--- config.mk ---
export PLATFORM = sky130hd
export DESIGN_NAME = kul8_approx_mult
export DESIGN_NICKNAME = d
export VERILOG_FILES = /design/src/rtl/kul8_approx_mult.sv
export SDC_FILE = /design/constraint.sdc
export NUM_CORES = 1
export LEC_CHECK = 0
export CAP_MARGIN = 10
export CORE_MARGIN = 2
export CORE_UTILIZATION = 30
export CTS_BUF_LIST = sky130_fd_sc_hd__clkbuf_8 sky130_fd_sc_hd__clkbuf_16
export CTS_CLUSTER_DIAMETER = 200
export DETAILED_ROUTE_END_ITERATION = 8
export HOLD_SLACK_MARGIN = 0.02
export PLACE_DENSITY = 0.47
export SLEW_MARGIN = 10
export SYNTH_ARGS = -nofsm -noshare
export SYNTH_HDL_FRONTEND = slang
export SYNTH_SLANG_ARGS = --single-unit
--- constraint.sdc ---
create_clock -name clk -period 1.2 [get_ports clk]
set_clock_uncertainty 0.15 [all_clocks]
set_input_delay 0.12 -clock clk [delete_from_list [all_inputs] [get_ports clk]]
set_output_delay 0.12 -clock clk [all_outputs]
set_load 0.05 [all_outputs]
--- src/rtl/kul8_approx_mult.sv ---
`default_nettype none
// ============================================================================
//  Module   : kul8_approx_mult
//  Brief    : Registered 8x8 unsigned approximate multiplier (Kulkarni scheme).
//             Sixteen approximate 2x2 blocks (3x3 -> 7) are combined with
//             exact shift-and-add into 4x4 and then 8x8 partial products.
//             Latency is one cycle, fully pipelined, no backpressure.
//  Options  : define KUL8_ERR_DIST_EN to add the registered err_dist output
//             (exact product minus approximate product).
//  Revision : 1.0 - initial release
// ============================================================================
module kul8_approx_mult (
    input  logic        clk,
    input  logic        rst,
    input  logic        in_valid,
    input  logic [7:0]  a,
    input  logic [7:0]  b,
    output logic        out_valid,
    output logic [15:0] Y
`ifdef KUL8_ERR_DIST_EN
    ,
    output logic [15:0] err_dist
`endif
);

    // ------------------------------------------------------------------------
    // Level 1: sixteen 2x2 blocks. Index [i][j] multiplies a[2i+1:2i] by
    // b[2j+1:2j]. The middle bit uses OR instead of an adder; the two terms
    // collide only for 3x3, which is where the 9 -> 7 approximation comes from.
    // ------------------------------------------------------------------------
    logic [2:0] w_p2 [0:3][0:3];

    for (genvar gi = 0; gi < 4; gi++) begin : g_p2_row
        for (genvar gj = 0; gj < 4; gj++) begin : g_p2_col
            logic [1:0] w_x;
            logic [1:0] w_y2;
            assign w_x  = a[2*gi+1 : 2*gi];
            assign w_y2 = b[2*gj+1 : 2*gj];
            assign w_p2[gi][gj] = {
                w_x[1] & w_y2[1],
                (w_x[1] & w_y2[0]) | (w_x[0] & w_y2[1]),
                w_x[0] & w_y2[0]
            };
        end
    end

    // ------------------------------------------------------------------------
    // Level 2: four 4x4 products. Index [n][m] multiplies nibble n of a by
    // nibble m of b, built exactly from the four 2x2 blocks underneath it.
    // Maximum value is 7 + 14*4 + 7*16 = 175, so 8 bits never overflow.
    // ------------------------------------------------------------------------
    logic [7:0] w_p4 [0:1][0:1];

    for (genvar gn = 0; gn < 2; gn++) begin : g_p4_row
        for (genvar gm = 0; gm < 2; gm++) begin : g_p4_col
            logic [7:0] w_ll;
            logic [7:0] w_hl;
            logic [7:0] w_lh;
            logic [7:0] w_hh;
            assign w_ll = {5'b0, w_p2[2*gn  ][2*gm  ]};
            assign w_hl = {5'b0, w_p2[2*gn+1][2*gm  ]};
            assign w_lh = {5'b0, w_p2[2*gn  ][2*gm+1]};
            assign w_hh = {5'b0, w_p2[2*gn+1][2*gm+1]};
            assign w_p4[gn][gm] = w_ll + ((w_hl + w_lh) << 2) + (w_hh << 4);
        end
    end

    // ------------------------------------------------------------------------
    // Level 3: 8x8 product from the four 4x4 products, exact shift-and-add.
    // Worst case 175 + 350*16 + 175*256 = 50575 fits in 16 bits.
    // ------------------------------------------------------------------------
    logic [15:0] w_ll8;
    logic [15:0] w_hl8;
    logic [15:0] w_lh8;
    logic [15:0] w_hh8;
    logic [15:0] w_approx;

    assign w_ll8    = {8'b0, w_p4[0][0]};
    assign w_hl8    = {8'b0, w_p4[1][0]};
    assign w_lh8    = {8'b0, w_p4[0][1]};
    assign w_hh8    = {8'b0, w_p4[1][1]};
    assign w_approx = w_ll8 + ((w_hl8 + w_lh8) << 4) + (w_hh8 << 8);

    // Output register: capture on in_valid, hold Y otherwise, async clear.
    always_ff @(posedge clk or posedge rst) begin
        if (rst) begin
            out_valid <= 1'b0;
            Y         <= 16'd0;
        end else begin
            out_valid <= in_valid;
            if (in_valid) begin
                Y <= w_approx;
            end
        end
    end

`ifdef KUL8_ERR_DIST_EN
    // ------------------------------------------------------------------------
    // Error measurement: full exact multiplier alongside the approximate one.
    // The approximation never exceeds the exact product, so the difference
    // is always non-negative.
    // ------------------------------------------------------------------------
    logic [15:0] w_exact;

    assign w_exact = {8'b0, a} * {8'b0, b};

    // Error register shares Y's enable and reset so the two stay aligned.
    always_ff @(posedge clk or posedge rst) begin
        if (rst) begin
            err_dist <= 16'd0;
        end else if (in_valid) begin
            err_dist <= w_exact - w_approx;
        end
    end
`else
    // Without the error output no exact multiplier is built; Y and out_valid
    // are unaffected.
`endif

endmodule
`default_nettype wire

### Yosys cells after proc, flatten, opt, wreduce, memory -nomap -nowiden

Index checks and enable logic that the tools add are counted.

* bits in registers: 17
* input bits: 19
* output and inout bits: 17
* logic and storage cells: 97

* add/sub/neg operators: 15
* bitwise operators: 80

Operators by type and width (count)
* 1-bit AND: 64
* 3-bit by 6-bit adder with 7-bit output: 4
* 7-bit by 7-bit adder with 8-bit output: 3
* 16-bit adder: 1
* 3-bit by 3-bit adder with 4-bit output: 4
* 8-bit by 16-bit adder with 16-bit output: 1
* 1-bit bitwise OR: 16
* 8-bit by 8-bit adder with 9-bit output: 1
* 8-bit by 7-bit adder with 8-bit output: 1

### Depth between registers and ports, before layout

* word-level depth: 8
* mapped depth: 21
* gate-level depth less buffers: 21

### Worst setup path before layout

Ideal clock, no wire load.

* path kind: input -> register
* start point: input port a[6]
* end point: register Y[14]
* setup time: 82 ps
* arrival time: 4465 ps
* data required time: 968 ps
* path slack: -3497 ps
* stages: 20
* path through: and2_1 -> ha_1 -> inv_1 -> fa_1 -> fa_1 -> inv_1 -> ha_1 -> fa_1 -> ha_1 -> a21oi_1 -> o21ai_0 -> and3_1 -> xor2_1 -> ha_1 -> nor2b_4 -> o21ai_2 -> a21boi_1 -> o21a_1 -> or3_1 -> a31oi_1

* longest elaborated chain between the ends: 8
* elaborated cells between the ends (all ways): 21

Ends and longest elaborated chain
* start, declared: line 16 `input logic [7:0] a,`
* 1-bit AND: line 41 `(w_x[1] & w_y2[0]) | (w_x[0] & w_y2[1]),`
* 1-bit bitwise OR: line 41
* 3-bit by 3-bit adder with 4-bit output: line 64 `assign w_p4[gn][gm] = w_ll + ((w_hl + w_lh) << 2) + (w_hh << 4);`
* 3-bit by 6-bit adder with 7-bit output: line 64
* 7-bit by 7-bit adder with 8-bit output: line 64
* 8-bit by 8-bit adder with 9-bit output: line 82 `assign w_approx = w_ll8 + ((w_hl8 + w_lh8) << 4) + (w_hh8 << 8);`
* 8-bit by 16-bit adder with 16-bit output: line 82
* 16-bit adder (*): line 82
* end signal, assigned: line 92 `Y <= w_approx;`
* end, declared: line 19 `output logic [15:0] Y`

Mark *: on every way between the ends. The rest lies on a longest branch, timed or not.
A chain may end at the register's enable or synchronous reset.

### Worst setup path in the final report

* start point: input port b[0]
* end point: register Y[14]

* longest elaborated chain between the ends: 8
* elaborated cells between the ends (all ways): 21

Ends and longest elaborated chain
* start, declared: line 17 `input logic [7:0] b,`
* 1-bit AND: line 41
* 1-bit bitwise OR: line 41
* 3-bit by 3-bit adder with 4-bit output: line 64
* 3-bit by 6-bit adder with 7-bit output: line 64
* 7-bit by 7-bit adder with 8-bit output: line 64
* 8-bit by 8-bit adder with 9-bit output: line 82
* 8-bit by 16-bit adder with 16-bit output (*): line 82
* 16-bit adder (*): line 82

Marks and branches as above.

==> flow_summary.ini <==
[floorplan]
ios = 36
die_w_microns = 93.70
fp-row-count = 32
core-area_sq_um = 7767
start_util_pct = 31.07
die_height_microns = 93.70
dieArea_sq_um = 8779

[setup_path]
critPathMaxStageDelay_ns = 0.56
path_buf_inv = 3
cp_max_fo = 4
critPathLaunchType = input port
slowest_stage = fa_2
required_ns = 1.23
crit_chain = buf_8 > and2_4 > ha_4 > inv_2 > fa_1 > fa_1 > inv_2 > ha_4 > fa_2 > ha_4 > a21oi_2 > o21ai_2 > and3_4 > xor2_2 > ha_1 > nor2b_4 > o21ai_2 > a21boi_2 > o21a_1 > or3_1 > a31oi_1
cp_top_family = adder cells
worst_setup_path_end_kind = flop
critPathKind = in -> reg
cpMostUsedCell = ha_4
crit_arrival_ns = 4.53

[logic_synthesis]
synth_area_per_cell_sq_um = 9.811
synthTopCellsByArea = ha_1, dfrtp_1, fa_1
synthFlopType = dfrtp_1
synthArstFlopShare_pct = 100.0
synth_compound_area_share_pct = 16.64
synth_top_area_share_pct = 22.29
yosys.area_share.simple_pct = 12.34
synth_top_family_by_area = adder cells
synth-adder-area-share_pct = 35.56
synth.cell_area_sq_um = 2414
synth_seq_area_share_pct = 17.63
synth-edff-count = 0
synth_xor_area_share_pct = 8.657
syn_inst = 246
synth_nets = 324
synthMuxAreaShare_pct = 5.132
synth_warnings = 0
yosysUniqueCellTypes = 31
ys_ff_latch = 17
yosys.area.top_type = ha_1

[clock_network]
cts_tree = yes
cts_buffers = 3
clock_latency_ns = 0.25
htreeDepth = 1
clkSinkCount = 17
cts.clk_slew.worst_paths_ns = 0.07
clockBufferDepth = 2
cts.hold.buffers_added = 0
root_buffer = clkbuf_8

[route]
met2_length_microns = 2995
post-route-drc-count = 0
drtIter0Drc = 53
dr_wl_met3_microns = 164
vias_per_cell = 4.724
routed_wl_microns = 6589
firstDrtPassIters = 4
final_antenna_net_count = 0
vias = 2140
wl_met1_microns = 3377
wl_per_cell_microns = 14.55
top_layer = met4

[finish]
fin_util_pct = 54.28
design_area_sq_um = 4217
multi_input_area_sq_um = 2426
seq_area_sq_um = 425.4
area_growth_pct = 74.70
final_cells = 453
nFillCells = 712
n_antenna_cell = 0
fin_nets = 430
drive_above_1_share_pct = 54.42

[pwr]
power_density_nw_per_um2 = 2094
leakage_nw = 2.039
vdd_drop_max_mv = 1.864
total_power_mw = 8.830

[status]
violations = negative setup slack
status = complete, but fails checks

[placement]
port_buffers = 35
gp_congestion = 0.7563
place_area_sq_um = 3628
post-dp-hpwl_microns = 4940
dp.cells = 427

[global_routing]
grt_pass1_vias = 2419
grt_overflow = 0
grt_usage_pct = 16.57
grt_max_degree = 18
antenna_found_initial = 0
grt_first_pass_wirelength_microns = 11710

[timing]
max_slew_margin_pct = 79.15
clock.fmax_mhz = 222.0
final_hold_viol_count = 0
fin_crit_sh_pct = 375.3
finalSetupViolations = 14
setup_ws_ns = -3.304
drv_slew = 0
finalCriticalPeriod_ns = 4.504
rsz0062_at_grt = yes
tightestPinTransition_ns = 0.3106

[run]
cap_violations = 0

[hold_path]
holdCritPathClass = in -> async
final cells by class:
| class | count | share of cell area [%] |
|---|---|---|
| multi-input cells | 203 | 57.54 |
| repair buffers | 103 | 26.11 |
| flip-flops and latches | 17 | 10.09 |
| well taps | 102 | 3.027 |
| inverters | 24 | 2.137 |
| clock buffers | 3 | 0.9792 |
| clock inverters | 1 | 0.1187 |
per-stage QoR:
step	worst slack, ns	hold WS, ns	TNS [ns]
3_3_place_gp	-4.078	0.3035	-41.07
5_1_grt	-3.498	0.05649	-33.20
2_1_floorplan	-3.273	-0.1039	-29.38
6_report	-3.304	0.02183	-31.50
3_5_place_dp	-4.049	0.3063	-41.00
4_1_cts	-3.376	0.02918	-32.17
cells by family after synthesis:
group / Yosys count
flops: 17
fa+ha+maj: 59
mux: 11
compound gates: 57
simple gates: 53
xor+xnor: 23
buf+inv: 26
path summary, 6_finish.rpt:
check / to / slack (ns) / from / depth (start not counted)
min in group clk: Y[0]$_DFFE_PP0P_ / 0.10 / a[0] / 4
min reg2reg: Y[0]$_DFFE_PP0P_ / 0.42 / Y[0]$_DFFE_PP0P_ / 2
max in group asynchronous: Y[0]$_DFFE_PP0P_ / 0.68 / rst / 3
max: Y[14]$_DFFE_PP0P_ / -3.30 / b[0] / 21
max reg2reg: Y[8]$_DFFE_PP0P_ / 0.23 / Y[8]$_DFFE_PP0P_ / 1
min: Y[7]$_DFFE_PP0P_ / 0.02 / rst / 3
cells in the mapped netlist, types with 4 or more instances:
| library cell | count |
|---|---|
| dfrtp_1 | 17 |
| mux2_2 | 11 |
| a21o_1 | 11 |
| xnor2_1 | 12 |
| ha_1 | 43 |
| inv_1 | 24 |
| nand2_1 | 8 |
| fa_1 | 16 |
| xor2_1 | 10 |
| o21ai_0 | 4 |
| a22o_1 | 13 |
| nor2_1 | 8 |
| a21oi_1 | 13 |
| and2_1 | 26 |
cells in the final DEF, fill, tap and decap left out, types with 9 or more instances in the layout:
| cell type | count |
|---|---|
| buf_4 | 47 |
| buf_6 | 26 |
| ha_1 | 22 |
| ha_4 | 20 |
| inv_1 | 19 |
| and2_1 | 19 |
| buf_12 | 18 |
| dfrtp_1 | 17 |
| a21o_1 | 11 |
| a22o_1 | 11 |
| a21oi_2 | 10 |
| mux2_4 | 10 |
| fa_1 | 10 |
| xnor2_2 | 9 |
registers in the layout (all words and copies together), names as in the netlist:
| signal | flops |
|---|---|
| Y | 16 |
| out_valid | 1 |
routing by layer:
layer  track usage (%)  vias to the layer above
li1                  -                     1061
met1             24.26                     1045
met2             26.67                       30
met3             1.124                        4
met4             3.986                        0
met5                 0                        -
repair_timing:
action	in CTS	in global routing
setup endpoints to repair	14	14
cloned	0	0
setup buffers	16	7
gates resized for setup	111	31
pin swaps	51	37
where the power goes:
group	internal (mW)	switching (mW)	total, mW	leakage (nW)
registers	0.792	0.225	1.02	0.201
logic	4.20	3.18	7.38	1.81
clock network	0.230	0.202	0.432	0.0255
Note: power is estimated with default switching activity, not from simulation.
